==> src/rtl/ext_stage_if.sv <==
// Request/response bundle for ext_stage: extension request in, registered result out.
interface ext_stage_if #(
    parameter int unsigned IW = 16,
    parameter int unsigned DW = 32
);
    logic          in_valid;
    logic          in_ready;
    logic [2:0]    mode;
    logic [IW-1:0] imm;
    logic [31:0]   load_data;
    logic [1:0]    addr_lo;
    logic          flush;
    logic          out_valid;
    logic          out_ready;
    logic [DW-1:0] out_data;
    logic          out_exc;
    logic [4:0]    out_exccode;

    modport master (
        output in_valid, mode, imm, load_data, addr_lo, flush, out_ready,
        input  in_ready, out_valid, out_data, out_exc, out_exccode
    );

    modport slave (
        input  in_valid, mode, imm, load_data, addr_lo, flush, out_ready,
        output in_ready, out_valid, out_data, out_exc, out_exccode
    );
endinterface

==> src/rtl/ext_stage.sv <==
// Registered immediate / load-data extension stage with valid/ready, stall and flush.
// Define EXT_ALIGN_CHK_EN to flag misaligned LH/LHU/LW as AdEL (exccode 4).
module ext_stage #(
    parameter int unsigned IW = 16,
    parameter int unsigned DW = 32
) (
    input  logic        clk,
    input  logic        reset_n,
    ext_stage_if.slave  bus
);
    localparam int unsigned EXCW = 5;
    localparam logic [EXCW-1:0] EXC_ADEL = EXCW'(4);

    typedef enum logic [2:0] {
        M_ZERO = 3'd0, M_SIGN = 3'd1, M_HIGH = 3'd2, M_LBU = 3'd3,
        M_LB   = 3'd4, M_LHU  = 3'd5, M_LH   = 3'd6, M_LW  = 3'd7
    } mode_e;

    logic          valid_q, valid_d;
    logic [DW-1:0] data_q,  data_d;
    logic [7:0]    byte_c;
    logic [15:0]   half_c;
    logic [DW-1:0] ext_c;
    logic          accept_c;
    mode_e         mode_c;

    assign mode_c = mode_e'(bus.mode);

    // Lane selection for byte and halfword loads
    always_comb begin
        byte_c = bus.load_data[7:0];
        unique case (bus.addr_lo)
            2'd0:    byte_c = bus.load_data[7:0];
            2'd1:    byte_c = bus.load_data[15:8];
            2'd2:    byte_c = bus.load_data[23:16];
            default: byte_c = bus.load_data[31:24];
        endcase
        half_c = bus.addr_lo[1] ? bus.load_data[31:16] : bus.load_data[15:0];
    end

    always_comb begin
        ext_c = '0;
        unique case (mode_c)
            M_ZERO:  ext_c = DW'(bus.imm);
            M_SIGN:  ext_c = DW'($signed(bus.imm));
            M_HIGH:  ext_c = DW'(bus.imm) << (DW - IW);
            M_LBU:   ext_c = DW'(byte_c);
            M_LB:    ext_c = DW'($signed(byte_c));
            M_LHU:   ext_c = DW'(half_c);
            M_LH:    ext_c = DW'($signed(half_c));
            default: ext_c = DW'(bus.load_data);
        endcase
    end

    assign bus.in_ready = !valid_q || bus.out_ready;
    assign accept_c     = bus.in_valid && bus.in_ready && !bus.flush;

`ifdef EXT_ALIGN_CHK_EN
    logic            misalign_c;
    logic            exc_q, exc_d;
    logic [EXCW-1:0] exccode_q, exccode_d;

    always_comb begin
        misalign_c = 1'b0;
        unique case (mode_c)
            M_LHU, M_LH: misalign_c = bus.addr_lo[0];
            M_LW:        misalign_c = (bus.addr_lo != 2'd0);
            default:     misalign_c = 1'b0;
        endcase
    end

    // Flush beats accept; drain clears valid only, data registers hold
    always_comb begin
        valid_d   = valid_q;
        data_d    = data_q;
        exc_d     = exc_q;
        exccode_d = exccode_q;
        if (bus.flush) begin
            valid_d   = 1'b0;
            exc_d     = 1'b0;
            exccode_d = '0;
        end else if (accept_c) begin
            valid_d   = 1'b1;
            data_d    = misalign_c ? '0 : ext_c;
            exc_d     = misalign_c;
            exccode_d = misalign_c ? EXC_ADEL : '0;
        end else if (valid_q && bus.out_ready) begin
            valid_d   = 1'b0;
        end
    end

    always_ff @(posedge clk or negedge reset_n) begin
        if (!reset_n) begin
            valid_q   <= 1'b0;
            data_q    <= '0;
            exc_q     <= 1'b0;
            exccode_q <= '0;
        end else begin
            valid_q   <= valid_d;
            data_q    <= data_d;
            exc_q     <= exc_d;
            exccode_q <= exccode_d;
        end
    end

    assign bus.out_exc     = exc_q;
    assign bus.out_exccode = exccode_q;
`else
    // Flush beats accept; drain clears valid only, data registers hold
    always_comb begin
        valid_d = valid_q;
        data_d  = data_q;
        if (bus.flush) begin
            valid_d = 1'b0;
        end else if (accept_c) begin
            valid_d = 1'b1;
            data_d  = ext_c;
        end else if (valid_q && bus.out_ready) begin
            valid_d = 1'b0;
        end
    end

    always_ff @(posedge clk or negedge reset_n) begin
        if (!reset_n) begin
            valid_q <= 1'b0;
            data_q  <= '0;
        end else begin
            valid_q <= valid_d;
            data_q  <= data_d;
        end
    end

    assign bus.out_exc     = 1'b0;
    assign bus.out_exccode = '0;
`endif

    assign bus.out_valid = valid_q;
    assign bus.out_data  = data_q;

endmodule

==> src/flat_wrapper.sv <==
// flat-port wrapper written by rule: the top's interface ports become plain ports
module ext_stage_flat 
#(
    parameter int unsigned IW = 16,
    parameter int unsigned DW = 32
)
  (clk, reset_n, bus_in_valid, bus_mode, bus_imm, bus_load_data, bus_addr_lo, bus_flush, bus_out_ready, bus_in_ready, bus_out_valid, bus_out_data, bus_out_exc, bus_out_exccode);
  ext_stage_if #(.IW(IW), .DW(DW)) bus_i ();
  input  logic clk;
  input  logic reset_n;
  input wire logic [$bits(bus_i.in_valid)-1:0] bus_in_valid;
  input wire logic [$bits(bus_i.mode)-1:0] bus_mode;
  input wire logic [$bits(bus_i.imm)-1:0] bus_imm;
  input wire logic [$bits(bus_i.load_data)-1:0] bus_load_data;
  input wire logic [$bits(bus_i.addr_lo)-1:0] bus_addr_lo;
  input wire logic [$bits(bus_i.flush)-1:0] bus_flush;
  input wire logic [$bits(bus_i.out_ready)-1:0] bus_out_ready;
  output wire logic [$bits(bus_i.in_ready)-1:0] bus_in_ready;
  output wire logic [$bits(bus_i.out_valid)-1:0] bus_out_valid;
  output wire logic [$bits(bus_i.out_data)-1:0] bus_out_data;
  output wire logic [$bits(bus_i.out_exc)-1:0] bus_out_exc;
  output wire logic [$bits(bus_i.out_exccode)-1:0] bus_out_exccode;
  assign bus_i.in_valid = bus_in_valid;
  assign bus_i.mode = bus_mode;
  assign bus_i.imm = bus_imm;
  assign bus_i.load_data = bus_load_data;
  assign bus_i.addr_lo = bus_addr_lo;
  assign bus_i.flush = bus_flush;
  assign bus_i.out_ready = bus_out_ready;
  assign bus_in_ready = bus_i.in_ready;
  assign bus_out_valid = bus_i.out_valid;
  assign bus_out_data = bus_i.out_data;
  assign bus_out_exc = bus_i.out_exc;
  assign bus_out_exccode = bus_i.out_exccode;
  ext_stage #(.IW(IW), .DW(DW)) u_core (.clk(clk), .reset_n(reset_n), .bus(bus_i));
endmodule
==> config.mk <==
export PLATFORM = sky130hd
export DESIGN_NAME = ext_stage_flat
export DESIGN_NICKNAME = d
export VERILOG_FILES = /design/src/rtl/ext_stage_if.sv /design/src/rtl/ext_stage.sv /design/src/flat_wrapper.sv
export SDC_FILE = /design/constraint.sdc
export NUM_CORES = 1
export LEC_CHECK = 0
export ABC_AREA = 1
export CORE_MARGIN = 1.5
export CORE_UTILIZATION = 41
export CTS_CLUSTER_DIAMETER = 100
export DETAILED_ROUTE_END_ITERATION = 6
export PLACE_DENSITY = 0.78
export SYNTH_ARGS = -nofsm -noshare
export SYNTH_HDL_FRONTEND = slang
export SYNTH_SLANG_ARGS = --single-unit
==> constraint.sdc <==
create_clock -name clk -period 1.1 [get_ports clk]
set_input_delay 0.165 -clock clk [delete_from_list [all_inputs] [get_ports clk]]
set_output_delay 0.165 -clock clk [all_outputs]
set_load 0.01 [all_outputs]
==> metrics.md, run 1 <==
| Metric | Value |
|---|---|
| Synth cell types | 19 |
| Final hold viol count | 0 |
| Fmax | 0.894 GHz |
| Inserted Clock Buffers | 5 |
| Worst-skew pair later-pin latency | 0.29 ns |
| PwrDens | 958 nW/µm² |
| Syn Inst Count | 458 |
| Sequential-to-total area share from yosys stat | 30.8% |
| CTS tree | built |
| Critical Path Fanout Max | 12 |
| Int Power | 2.69 mW |
| DP HPWL | 7410 µm |
| Tcrit/Tclk final | 102% |
| Setup TNS | -0.0306 ns |
| Unrepaired setup endpoints after global routing | yes |
| Worst Setup Start Kind | input port |
| CTS Sinks | 33 |
| DRT Pass-1 Iters | 5 |
| Post-synthesis register bit count | 33 |
| GRT Residual Overflow | 0 |
| IO Count | 98 |
| Hold Path Class | input port to async pin |
| Cell Area, Synth | 2690 µm² |
| Layout fillers | 564 |
| Worst flop-to-flop path startpoint | u_core.bus.out_valid |
| DRC | 0 |
| Layout cell share with drive strength beyond 1 | 25.6% |
| First-pass GRT wire length | 16700 µm |
| Dpl cells | 659 |
| GPL Wtd Cong | 0.934 |
| Yosys warnings | 0 |
| Fin crit period | 1.12 ns |
| Worst VDD drop | 730 µV |
| Average cell area after synthesis | 5.86 µm² |
| Slew Limit Fails | 0 |
| Logic gate share of total power | 41.9% |
| Arr. time, crit path | 1.30 ns |
| Row cnt | 29 |
| Final #Nets | 654 |
| Final WS setup | -0.0190 ns |
| Commonest non-fill, non-tap cell in the layout | nand2_1 |
| Die footprint | 7040 µm² |
| Clock Skew | 0.00706 ns |
| Failing checks | setup timing |
| Area Growth Syn to Fin | 63.5% |
| Routed WL | 10500 µm |
| Worst R2R Path Depth | 6 |
| R2R Path End | u_core.bus.out_data[9] |
| Core area | 6350 µm² |
| Core Util, Final | 69.1% |
| DRC violation total after the first TritonRoute iteration | 319 |
| Vias in the first global route | 3444 |
| Clock share of power | 21.7% |
| Via count | 3589 |
| Worst R2R Setup Slack | 0 ns |
| Max-cap violations | 0 |
| Wire per inst | 15.6 µm |
| Antenna violations before repair | 0 |
| Gr usage total | 29.5% |
| Leakage power | 2.38 nW |
| Most frequent cells in the layout | nand2_1, nor2_1, clkdlybuf4s50_1, buf_4, dfrtp_1 |
| Sw frac | 36.0% |
| Die W | 83.9 µm |
| Post-CTS Hold Buffers | 0 |
| Final Setup Violations | 3 |
| Final Non-Filler Cells | 674 |
| Register area | 826 µm² |
| Sequential share of power | 36.4% |
| CP Capture Type | register |
| Multi-input gate area | 1820 µm² |
| Status | complete, but fails checks |
| Post-route ant nets | 0 |
| Crit Path Class | input port to register |
| Die height | 83.9 µm |
| Hold_ws | 0.243 ns |
| CTS H-Tree Depth | 2 |
| CP required | 1.28 ns |
| Clk root buf | clkbuf_8 |
| Max Buffers Root-to-Sink | 2 |
| Largest net degree at the start of global routing | 34 |
| N_diodes | 0 |
| Starting Density | 42.3% |
| Net Switching | 1.51 mW |
| Clock transition at path regs | 0.07 ns |
| Buffers on Ports | 91 |
| Vias per cell | 5.32 |
==> state kept, by name, summed over array words and instances (netlist names) <==
signal                flops
u_core.bus.out_data      32
u_core.bus.out_valid      1
==> Yosys cell counts (all sizes together) <==
cell / n / area (µm²)
nand2: 191 / 717
nor2: 87 / 357
a21oi: 33 / 165
dfrtp: 33 / 826
buf: 24 / 156
inv: 24 / 90.1
nand3: 24 / 130
nand4: 16 / 106
o21ai: 11 / 55.1
clkbuf: 7 / 26.3
o211ai: 7 / 52.6
conb: 1 / 3.75
==> per-stage QoR <==
step                      setup WS [ns]  power [mW]  cell area (µm²)
after floorplan                 0.00568        2.29             2730
after CTS                       -0.0137        4.17             4290
after global placement           -0.553        3.26             4040
final                           -0.0190        4.21             4390
after detailed placement         -0.591        3.29             4040
after global routing            -0.0709        4.44             4390
==> cell type report <==
class | instances | share of cell area (%)
clock buffers | 6 | 1.65
clock inverters | 2 | 0.228
inverters | 24 | 2.11
multi-input cells | 376 | 41.5
flip-flops and latches | 33 | 18.8
well taps | 77 | 2.19
repair buffers | 156 | 33.5
==> repair_timing <==
item / in CTS / in global routing
gates resized for setup: 125 / 46
hold endpoints to repair: 0 / 0
pin swaps: 9 / 5
gates cloned: 4 / 1
buffers inserted: 0 / 2
setup endpoints to repair: 66 / 42
==> metal layers <==
layer	GRT usage (%)	part of all wire [%]
met5	0	0
met4	11.3	2.5
met3	5.74	8.7
met2	47.6	47
met1	39.0	42
==> cells by family (layout without fill, tap and decap cells) <==
group                  after synthesis  in the layout  share of synthesized area [%]
DFF                                 33             33                           30.8
AOI/OAI and AO/OA                   51             51                           10.2
other                                1              6                          0.140
buffers and inverters               55            188                           10.2
and+or+nand+nor                    318            319                           48.8
==> critical path, cell delays in order <==
cell and delay, ns:
dlygate4sd2_1 0.28, nand2_2 0.12, nor2_4 0.16, inv_4 0.08, clkbuf_16 0.18, nor2_1 0.15
nor2_2 0.05, nand2_1 0.07, nand2_1 0.04
==> worst max-delay path by stage <==
stage | start | end | slack [ns] | cells past startpoint
3_3_place_gp | bus_addr_lo[0] | u_core.bus.out_data[29] | -0.55 | 9
2_1_floorplan | u_core.bus.out_valid | u_core.bus.out_data[0] | 0.006 | 6
6_report | bus_mode[0] | u_core.bus.out_data[28] | -0.02 | 9
4_1_cts | u_core.bus.out_valid | bus_in_ready | -0.01 | 2
5_1_grt | bus_mode[0] | u_core.bus.out_data[28] | -0.07 | 9
3_5_place_dp | bus_addr_lo[1] | u_core.bus.out_data[2] | -0.59 | 10
==> power by group through the flow <==
stage / Combinational, mW / Sequential [mW] / Clock (mW)
2_1_floorplan: 0.653 / 1.64 / 0
3_3_place_gp: 1.72 / 1.54 / 0
3_5_place_dp: 1.73 / 1.55 / 0
4_1_cts: 1.70 / 1.53 / 0.941
5_1_grt: 1.91 / 1.55 / 0.973
6_report: 1.76 / 1.53 / 0.911
Note: power is estimated with default switching activity, not from simulation.
==> run 2: changes to the inputs <==
--- a/config.mk
+++ b/config.mk
@@ -7,10 +7,11 @@
 export LEC_CHECK = 0
 export ABC_AREA = 1
 export CORE_MARGIN = 1.5
-export CORE_UTILIZATION = 41
+export CORE_UTILIZATION = 45
 export CTS_CLUSTER_DIAMETER = 100
 export DETAILED_ROUTE_END_ITERATION = 6
-export PLACE_DENSITY = 0.78
+export GPL_ROUTABILITY_DRIVEN = 0
+export PLACE_DENSITY = 0.81
 export SYNTH_ARGS = -nofsm -noshare
 export SYNTH_HDL_FRONTEND = slang
 export SYNTH_SLANG_ARGS = --single-unit
==> constraint.sdc (replaced) <==
create_clock -name clk -period 1.2 [get_ports clk]
set_input_delay 0.18 -clock clk [delete_from_list [all_inputs] [get_ports clk]]
set_output_delay 0.18 -clock clk [all_outputs]
set_load 0.01 [all_outputs]
==> run 2 against run 1 <==
  * The run now ends clean
  * Global-route usage up 1.6 points
  * Via count up 0.67%
  * Critical endpoint is now bus_out_data[12]
  * Utilization up 4.3 points
  * Hold slack better by 0.017 ns
==> metrics.md, run 2 (synthesis results as in run 1) <==
| Metric | Value |
|---|---|
| Status | complete, no violations (was complete, but fails checks) |
| Starting Density | 47.6% (was 42.3%) |
| Clock transition at path regs | 0.07 ns (about the same) |
| IO Count | 98 (unchanged) |
| CP required | 1.02 ns (was 1.28 ns) |
| R2R Path End | u_core.bus.out_data[19] (was u_core.bus.out_data[9]) |
| Arr. time, crit path | 1.00 ns (was 1.30 ns) |
| Clk root buf | clkbuf_8 (unchanged) |
| Commonest non-fill, non-tap cell in the layout | nand2_1 (unchanged) |
| Fmax | 0.846 GHz |
| Logic gate share of total power | 40.3% (was 41.9%) |
| DRT Pass-1 Iters | 7 (was 5) |
| Tcrit/Tclk final | 98.5% |
| Row cnt | 27 (was 29) |
| Critical Path Fanout Max | 2 (was 12) |
| GRT Residual Overflow | 0 (unchanged) |
| Slew Limit Fails | 0 (unchanged) |
| Routed WL | 9960 µm (was 10500 µm) |
| Die footprint | 6440 µm² (was 7040 µm²) |
| Final hold viol count | 0 (unchanged) |
| Die height | 80.2 µm (was 83.9 µm) |
| Largest register FFs | 32 (unchanged) |
| DRC violation total after the first TritonRoute iteration | 512 (was 319) |
| Post-route ant nets | 0 (unchanged) |
| Buf+Inv Stages, Crit Path | 1 (was 3) |
| Hold Path Class | input port to async pin (unchanged) |
| Vias per cell | 5.55 (was 5.32) |
| Max-cap violations | 0 (unchanged) |
| Worst-skew pair later-pin latency | 0.29 ns (about the same) |
| Clock Skew | 0.00476 ns (was 0.00706 ns) |
| Core area | 5640 µm² (was 6350 µm²) |
| CTS H-Tree Depth | 2 (unchanged) |
| Pre-CTS setup slack | -0.523 ns (was -0.591 ns) |
| Fin crit period | 1.18 ns |
| Final WS setup | 0.0178 ns (was -0.0190 ns) |
| Via count | 3613 (was 3589) |
| CTS Sinks | 33 (unchanged) |
| Max Buffers Root-to-Sink | 2 (unchanged) |
| Setup TNS | 0 ns (was -0.0306 ns) |
| Final Setup Violations | 0 (was 3) |
| CTS tree | built (unchanged) |
| Core Util, Final | 73.4% (was 69.1%) |
| CP top delay family | flip-flops (was simple AND/OR/NAND/NOR gates) |
| PwrDens | 897 nW/µm² (was 958 nW/µm²) |
| Leakage power | 2.35 nW (was 2.38 nW) |
| Worst R2R Setup Slack | 0.07 ns (was 0 ns) |
| Worst flop-to-flop path startpoint | u_core.bus.out_valid (unchanged) |
| CP Capture Type | output port (was register) |
| Largest net degree at the start of global routing | 39 (was 34) |
| Die W | 80.2 µm (was 83.9 µm) |
| Worst Setup Start Kind | register (was input port) |
| Inserted Clock Buffers | 5 (unchanged) |
| Antenna violations before repair | 0 (unchanged) |
| Int Power | 2.40 mW (was 2.69 mW) |
| Sequential share of power | 37.7% (was 36.4%) |
| Crit path cell chain | dlygate4sd2_1 (was dlygate4sd2_1 > nand2_2 > nor2_4 > inv_4 > clkbuf_16 > nor2_1 > nor2_2 > nand2_1 > nand2_1) |
| Post-CTS Hold Buffers | 0 (unchanged) |
| Unrepaired setup endpoints after global routing | yes (unchanged) |
| Vias in the first global route | 3267 (was 3444) |
| Area Growth Syn to Fin | 54.2% (was 63.5%) |
| Dpl cells | 636 (was 659) |
| DP HPWL | 6960 µm (was 7410 µm) |
| Sw frac | 35.4% (was 36.0%) |
| Wire per inst | 15.3 µm (was 15.6 µm) |
| Buffers on Ports | 91 (unchanged) |
| First-pass GRT wire length | 15400 µm (was 16700 µm) |
| Max incr delay on CP | 0.41 ns (was 0.28 ns) |
| Gr usage total | 31.1% (was 29.5%) |
| Slowest-stage cell, CP | dfrtp_1 (was dlygate4sd2_1) |
| Worst R2R Path Depth | 6 (unchanged) |
| Final Non-Filler Cells | 651 (was 674) |
| Net Switching | 1.31 mW (was 1.51 mW) |
| Worst VDD drop | 631 µV (was 730 µV) |
| N_diodes | 0 (unchanged) |
| Final #Nets | 636 (was 654) |
| Clock share of power | 22.0% (was 21.7%) |
| Layout cell share with drive strength beyond 1 | 15.5% (was 25.6%) |
| Crit Path Class | register to output port (was input port to register) |
| Most frequent cells in the layout | nand2_1, nor2_1, clkdlybuf4s50_1, dlygate4sd2_1, dfrtp_1 (was nand2_1, nor2_1, clkdlybuf4s50_1, buf_4, dfrtp_1) |
| DRC | 0 (unchanged) |
==> run 2: cell types whose count changed in the layout (fill, tap and decap cells not counted), sizes merged <==
cell / delta
dlygate4sd2: +29
clkbuf: -8
clkdlybuf4s50: +1
clkdlybuf4s15: -24
dlymetal6s2s: +3
buf: -19
==> run 2: area by class of cell <==
| type | instances | area (µm²) |
|---|---|---|
| multi-input combinational | 376 | 1720 |
| timing repair buffer | 138 | 1330 |
| sequential | 33 | 826 |
| fill | 455 | 1500 |
| tap | 72 | 90.1 |
| clock buffer | 6 | 72.6 |
| clock inverter | 2 | 10.0 |
| inverter | 24 | 90.1 |
==> run 2: stage by stage <==
stage	area, µm²	hold slack, ns	power [mW]
finish	4140	0.260	3.71
floorplan	2710	-0.116	2.09
global route	4140	0.275	3.95
CTS	4090	0.274	3.69
global placement	3920	0.461	2.93
detailed placement	3920	0.465	2.96
==> run 2: power groups by stage <==
| stage | clock network (mW) | registers, mW | logic [mW] |
|---|---|---|---|
| 3_3_place_gp | 0 | 1.42 | 1.51 |
| 2_1_floorplan | 0 | 1.50 | 0.592 |
| 3_5_place_dp | 0 | 1.42 | 1.54 |
| 4_1_cts | 0.831 | 1.40 | 1.46 |
| 5_1_grt | 0.901 | 1.42 | 1.63 |
| 6_report | 0.816 | 1.40 | 1.50 |
==> run 2: repair_timing <==
action,CTS,global route
endpoints found under the hold margin,0,0
resized for setup,64,27
gates cloned,3,0
pin swaps,5,4
buffers inserted,4,0
endpoints found under the setup margin,66,32
==> run 2: how the worst max path moves through the flow <==
stage	start	endpoint	slack, ns	cells past startpoint
floorplan	u_core.bus.out_valid	u_core.bus.out_data[0]	0.05	5
global placement	bus_addr_lo[1]	u_core.bus.out_data[1]	-0.48	10
detailed placement	bus_mode[1]	u_core.bus.out_data[23]	-0.52	9
CTS	bus_load_data[23]	u_core.bus.out_data[14]	0.003	8
global route	bus_mode[2]	u_core.bus.out_data[15]	-0.01	10
finish	u_core.bus.out_data[12]	bus_out_data[12]	0.02	1
==> run 2: per-layer routing <==
metal	vias up	GRT usage (%)	wire [µm]	part of all wire, %
met3	45	6.02	1030	10
met4	0	15.7	396	4.0
met5	-	0	0	0
met1	1626	39.0	3900	39
met2	257	50.6	4640	47
li1	1685	-	-	-
==> run 3: changes to the inputs <==
--- a/config.mk
+++ b/config.mk
@@ -6,6 +6,7 @@
 export NUM_CORES = 1
 export LEC_CHECK = 0
 export ABC_AREA = 1
+export CAP_MARGIN = 20
 export CORE_MARGIN = 1.5
 export CORE_UTILIZATION = 45
 export CTS_CLUSTER_DIAMETER = 100
==> results of run 3 <==
Same layout as run 2: the final DEF is identical, and so are final timing and power.
